<file path="config.mk">
export PLATFORM = sky130hd
export DESIGN_NAME = shift_left_pipe
export DESIGN_NICKNAME = d
export VERILOG_FILES = /design/src/rtl/shift_left_pipe.sv
export SDC_FILE = /design/constraint.sdc
export NUM_CORES = 1
export LEC_CHECK = 0
export ABC_CLOCK_PERIOD_IN_PS = 2800
export CAP_MARGIN = 20
export CORE_ASPECT_RATIO = 0.5
export CORE_MARGIN = 2
export CORE_UTILIZATION = 40
export CTS_BUF_LIST = sky130_fd_sc_hd__clkbuf_2 sky130_fd_sc_hd__clkbuf_4 sky130_fd_sc_hd__clkbuf_8
export DETAILED_ROUTE_END_ITERATION = 7
export HOLD_SLACK_MARGIN = 0.15
export PLACE_DENSITY = 0.69
export RECOVER_POWER = 25
export SYNTH_ARGS = -nofsm -noshare
export SYNTH_HDL_FRONTEND = slang
export SYNTH_SLANG_ARGS = --single-unit
</file>
<file path="constraint.sdc">
create_clock -name clk -period 2.8 [get_ports clk]
set_clock_uncertainty 0.1 [all_clocks]
set_input_delay 0.7 -clock clk [delete_from_list [all_inputs] [get_ports clk]]
set_output_delay 0.7 -clock clk [all_outputs]
set_load 0.01 [all_outputs]
</file>
<file path="src/rtl/shift_left_pipe.sv">
// Lane-granular left shifter (eight 12-bit lanes) with a valid/ready pipeline stage.
// Define SHIFT_LEFT_PIPE_SKID_EN to get a registered in_ready and a one-entry skid register.
module shift_left_pipe (
    input  logic        clk,
    input  logic        rst_n,
    input  logic        in_valid,
    output logic        in_ready,
    input  logic [95:0] in_data,
    input  logic [2:0]  in_shift,
    input  logic [11:0] in_fill,
    output logic        out_valid,
    input  logic        out_ready,
    output logic [95:0] out_data,
    output logic        out_err,
    output logic [7:0]  err_count
);

    // Handshake: a beat moves on a rising edge where valid and ready are both 1;
    // a producer never withdraws or alters a beat while valid=1 and ready=0.
    logic        accept;
    logic        xfer;
    logic        illegal;
    logic [95:0] shifted;

    assign illegal = (in_shift > 3'd5);
    assign accept  = in_valid && in_ready;
    assign xfer    = out_valid && out_ready;

    always_comb begin
        shifted = '0;
        case (in_shift)
            3'd0:    shifted = in_data;
            3'd1:    shifted = {in_data[83:0], in_fill};
            3'd2:    shifted = {in_data[71:0], {2{in_fill}}};
            3'd3:    shifted = {in_data[59:0], {3{in_fill}}};
            3'd4:    shifted = {in_data[47:0], {4{in_fill}}};
            3'd5:    shifted = {in_data[35:0], {5{in_fill}}};
            default: shifted = '0;
        endcase
    end

    // Counted on acceptance so it reflects commands taken, not results drained.
    always_ff @(posedge clk or negedge rst_n) begin
        if (!rst_n) begin
            err_count <= 8'd0;
        end else if (accept && illegal && (err_count != 8'hFF)) begin
            err_count <= err_count + 8'd1;
        end
    end

`ifdef SHIFT_LEFT_PIPE_SKID_EN

    localparam logic [1:0] ST_EMPTY = 2'd0;
    localparam logic [1:0] ST_ONE   = 2'd1;
    localparam logic [1:0] ST_TWO   = 2'd2;

    logic [1:0]  state;
    logic [1:0]  state_next;
    logic        ready_q;
    logic [95:0] skid_data;
    logic        skid_err;

    assign in_ready  = ready_q;
    assign out_valid = (state != ST_EMPTY);

    always_comb begin
        state_next = state;
        case (state)
            ST_EMPTY: if (accept) state_next = ST_ONE;
            ST_ONE: begin
                if (accept && !xfer)      state_next = ST_TWO;
                else if (!accept && xfer) state_next = ST_EMPTY;
                else                      state_next = ST_ONE;
            end
            ST_TWO:   if (xfer) state_next = ST_ONE;
            default:  state_next = ST_EMPTY;
        endcase
    end

    // ready_q looks at the next state so it never waits on out_ready combinationally.
    always_ff @(posedge clk or negedge rst_n) begin
        if (!rst_n) begin
            state     <= ST_EMPTY;
            ready_q   <= 1'b0;
            out_data  <= '0;
            out_err   <= 1'b0;
            skid_data <= '0;
            skid_err  <= 1'b0;
        end else begin
            state   <= state_next;
            ready_q <= (state_next != ST_TWO);
            case (state)
                ST_EMPTY: begin
                    if (accept) begin
                        out_data <= shifted;
                        out_err  <= illegal;
                    end
                end
                ST_ONE: begin
                    if (accept && !xfer) begin
                        skid_data <= shifted;
                        skid_err  <= illegal;
                    end else if (accept && xfer) begin
                        out_data <= shifted;
                        out_err  <= illegal;
                    end
                end
                ST_TWO: begin
                    if (xfer) begin
                        out_data <= skid_data;
                        out_err  <= skid_err;
                    end
                end
                default: begin
                    out_data <= out_data;
                end
            endcase
        end
    end

`else

    // Held low through reset and released on the first edge afterwards.
    logic run_q;
    logic valid_q;

    assign out_valid = valid_q;
    assign in_ready  = run_q && (!valid_q || out_ready);

    always_ff @(posedge clk or negedge rst_n) begin
        if (!rst_n) begin
            run_q    <= 1'b0;
            valid_q  <= 1'b0;
            out_data <= '0;
            out_err  <= 1'b0;
        end else begin
            run_q <= 1'b1;
            if (accept) begin
                valid_q  <= 1'b1;
                out_data <= shifted;
                out_err  <= illegal;
            end else if (xfer) begin
                valid_q <= 1'b0;
            end
        end
    end

`endif

endmodule
</file>
Word-level counts from Yosys, hierarchy flattened
Cells that the tools add are included.

Add/subtract/negate cells: 1. Order comparisons: 1. Equality and inequality tests: 6. Mux-type cells: 3. Reductions and logical operators: 9.

Operators with widths (number): one-hot mux 96 bit (6 select lines) (1); adder 8 x 1 -> 8 bit, second input constant (1); inequality test 8 bit, second input constant (1); == test 3 x 2 -> 1 bit, second input constant (2); == test 3 bit, second input constant (2); logical AND 1 bit (5); == test 3 x 1 -> 1 bit, second input constant (1); > comparator 3 bit, second input constant (1); logical NOT 3 bit (1); 2-to-1 mux 1 bit (2); nonzero test 2 bit (1); logical NOT 1 bit (1); logical OR 1 bit (1).

Register bits: 107. Output and inout bits: 107. Logic and storage cells: 25.

Longest topological paths before layout
Depth after elaboration: 6. Gate-level depth with buffers: 8.

Least setup slack after synthesis
No wires, ideal clock.

Kind: input to register. Start point: input in_shift[2]. End point: register out_data[65]. Setup time: 0.121 ns. Arrival: 1.842 ns. Required time: 2.579 ns. Slack: 0.737 ns. Stages on the path: 6. Path through: buf_6 > buf_6 > mux2_4 > a222oi_1 > a21oi_1 > a22o_1.

Cells in the longest elaborated chain, start to end: 2. Elaborated cells on any way between the ends: 7. Classes of those cells: eq/ne (5); mux (1); reduce/logical (1).

RTL lines: start, declared (RTL line 9) `input logic [2:0] in_shift,`; == test 3 bit (tied with other cells) (RTL line 31) `case (in_shift)`; one-hot mux 96 bit (6 select lines) * (RTL line 31); end signal, assigned (RTL line 140) `out_data <= shifted;`; end, declared (RTL line 13) `output logic [95:0] out_data,`.

Every way passes the cells marked *; elsewhere a longest branch is shown, timed or not. A chain may end at the register's enable or synchronous reset.

Worst setup path after layout
Start point: input out_ready. End point: output in_ready.

Cells in the longest elaborated chain, start to end: 2.

RTL lines: start, declared (RTL line 12) `input logic out_ready,`; logical OR 1 bit (RTL line 128) `assign in_ready = run_q && (!valid_q || out_ready);`; logical AND 1 bit (RTL line 128); end, declared (RTL line 7) `output logic in_ready,`.

Every way passes these cells.

==> impl_metrics.py <==
metrics = {
    "run_status": {
        "status": "finished clean",
    },
    "worst_setup_path": {
        "crit_chain": "clkdlybuf4s50_1, nand2b_1, and2_1, clkdlybuf4s50_1",
        "reg2reg_depth": 5,
        "criticalPathCategory": "input pin to output port",
        "path_delay_family": "buffers and inverters",
        "regToRegStartpoint": "run_q",
        "critPathLaunch": "out_ready",
        "cp.depth": 4,
        "worst_path_most_repeated_cell": "clkdlybuf4s50_1",
        "critical_path_required_ns": 2.00,
        "critPathBufInv": 2,
        "critPathSlowestCell": "clkdlybuf4s50_1",
        "arrival_ns": 1.94,
        "cp_max_fo": 2,
        "critPathLaunchType": "input pin",
        "critPathMaxStageDelay_ns": 0.53,
        "critPathCaptureType": "output port",
    },
    "drt": {
        "wl_per_cell_um": 21.5,
        "route.detailed.drc": 0,
        "finalWirelength_mm": 27.7,
        "firstDrtPassIters": 5,
        "via_count": 7631,
        "ant_nets": 0,
        "drt_iter0_drc": 677,
        "avgViaCountPerCell": 5.91,
    },
    "finish": {
        "final_area_um2": 10400,
        "diodes": 0,
        "final_common_cell": "clkdlybuf4s50_1",
        "mostFrequentLayoutCells": "clkdlybuf4s50_1, dfrtp_1, nand2_1, nor2_1, mux2i_1",
        "nets": 1143,
        "drive_above_1_share_pct": 13.5,
        "area_growth_pct": 37.3,
    },
    "synthesis": {
        "synth_seq_area_share_pct": 35.3,
        "syn_inst": 819,
        "synth_fp_nets": 935,
        "synth_top_flop_cell": "dfrtp_1",
        "synth.ff_latch_count": 107,
        "synth_edf_count": 0,
        "synthDistinctLibCells": 63,
        "netlist_area_um2": 7580,
        "syn_avg_cell_area_um2": 9.25,
        "ys_warn_count": 0,
        "synth-async-reset-ratio_pct": 100,
    },
    "sta": {
        "hold_ws_ns": 0.393,
        "rsz0062_at_grt": "false",
        "period_share_pct": 97.8,
        "tightestPinTransition_ns": 1.21,
        "setup_violations": 0,
        "fin_setup_tns_ns": 0,
        "max_freq_mhz": 365,
        "drv_slew": 0,
        "hold_violations": 0,
        "min_period_ns": 2.74,
        "slew_headroom_pct": 19.2,
    },
    "clock_network": {
        "cts_tree": "done",
        "cts_setup_buffers": 0,
        "clock_sinks": 107,
        "clk_pin_slew_ns": 0.12,
        "cts_hold_buf": 0,
        "root_buffer": "clkbuf_8",
        "clk_latency_ns": 0.39,
        "htree_levels": 3,
        "cts_max_path_buffers": 2,
        "cts_resized": 0,
        "cts_buffers": 9,
    },
    "floorplan": {
        "rows": 35,
        "ioPinCount": 222,
        "initial_core_util_pct": 41.0,
        "coreArea_um2": 18500,
        "die_x_um": 199,
        "die-area_um2": 20100,
        "die_y_um": 101,
    },
    "grt": {
        "grt_start_max_net_pins": 60,
        "grt_pass1_vias": 7353,
        "grt_remaining_overflow": 0,
        "grt_pass1_wl_mm": 42.5,
        "grt_antenna_before_repair": 0,
        "grtUsageTotal_pct": 27.5,
    },
    "power": {
        "vdd_drop_max_uv": 248,
        "leakagePower_nw": 4.17,
        "powerDensity_nw_per_um2": 477,
    },
    "placement": {
        "placed_area_um2": 10200,
        "gp_congestion": 0.917,
        "place.port_buffers": 221,
        "dpl.hpwl_mm": 20.6,
    },
    "hold_path": {
        "hp-class": "input pin to async pin",
    },
    "run": {
        "max_cap_violations": 0,
    },
}
## sequential cells by signal, indices dropped and copies added (netlist names)
name,flops
run_q,1
out_err,1
out_data,96
out_valid,1
err_count,8
## routing by layer
metal / GRT usage (%) / part of all wire [%] / wire length, um / vias to the layer above
met3: 6.33 / 7.9 / 2200 / 45
met2: 40.7 / 43 / 12000 / 301
met5: 0 / 0 / 0 / -
li1: - / - / - / 3506
met1: 40.0 / 46 / 12700 / 3779
met4: 8.61 / 2.8 / 776 / 0
## metrics by stage
step	total power, mW	util [%]	instances	worst slack, ns
global placement	3.96	55.3	1275	0.0451
detailed placement	3.99	55.3	1275	0.0585
CTS	4.99	56.4	1291	0.0478
finish	4.97	56.3	1291	0.0607
floorplan	2.88	-	819	0.737
global route	5.21	56.3	1291	0.0181
## final cells by class
type	instances	area, um2
well taps	259	324
clock inverters	7	83.8
clock buffers	9	124
multi-input cells	627	4480
inverters	4	15.0
flip-flops and latches	107	2680
fillers	1702	8080
repair buffers	278	2700
## cells by family after synthesis
kind of cell	Yosys count	share of synthesized area, %
other	1	0.0495
buffers and inverters	85	5.88
xor gates and xnor gates	1	0.116
adders and majority gates	1	0.165
muxes	109	18.8
and+or+nand+nor	257	16.3
AOI/OAI and AO/OA	258	23.4
DFF	107	35.3
## Yosys cell counts (all sizes together) (3+ instances only)
master	number	share of area, %
o22a	10	1.2
a211o	7	0.81
nand4	3	0.25
a222oi	3	0.40
a221oi	10	1.2
nor2b	17	1.4
buf	55	4.4
a32oi	3	0.35
clkinv	3	0.15
mux4	23	6.8
nand2	101	5.0
dfrtp	107	35
mux2i	54	7.1
a31oi	38	3.1
o31ai	3	0.30
nor3b	8	0.86
nor2	64	3.3
o21ai	50	3.3
mux2	32	4.9
a21oi	43	2.8
a22o	12	1.4
clkbuf	26	1.3
o221ai	4	0.46
a221o	5	0.66
nand2b	5	0.41
a211oi	12	1.2
a22oi	12	1.2
nor4bb	3	0.40
a32o	4	0.53
o21a	6	0.59
a2bb2oi	7	0.81
nand3	24	1.6
o211ai	16	1.6
nor3	7	0.46
and3	8	0.66
and2	9	0.74
## path summary, 6_finish.rpt
path	to	slack, ns
min in group clk	out_data[6]	0.39
min reg2reg	out_data[6]	0.39
max in group asynchronous	out_data[92]	0.42
min	out_data[81]	0.39
max	in_ready	0.06
max reg2reg	out_data[64]	1.00
## power breakdown
group | switching [mW] | internal [mW] | leakage (nW)
Sequential | 0.201 | 1.81 | 1.30
Combinational | 0.909 | 1.05 | 2.78
Clock | 0.644 | 0.354 | 0.0958
Total | 1.75 | 3.21 | 4.17
Power figures use the tool's default switching activity.
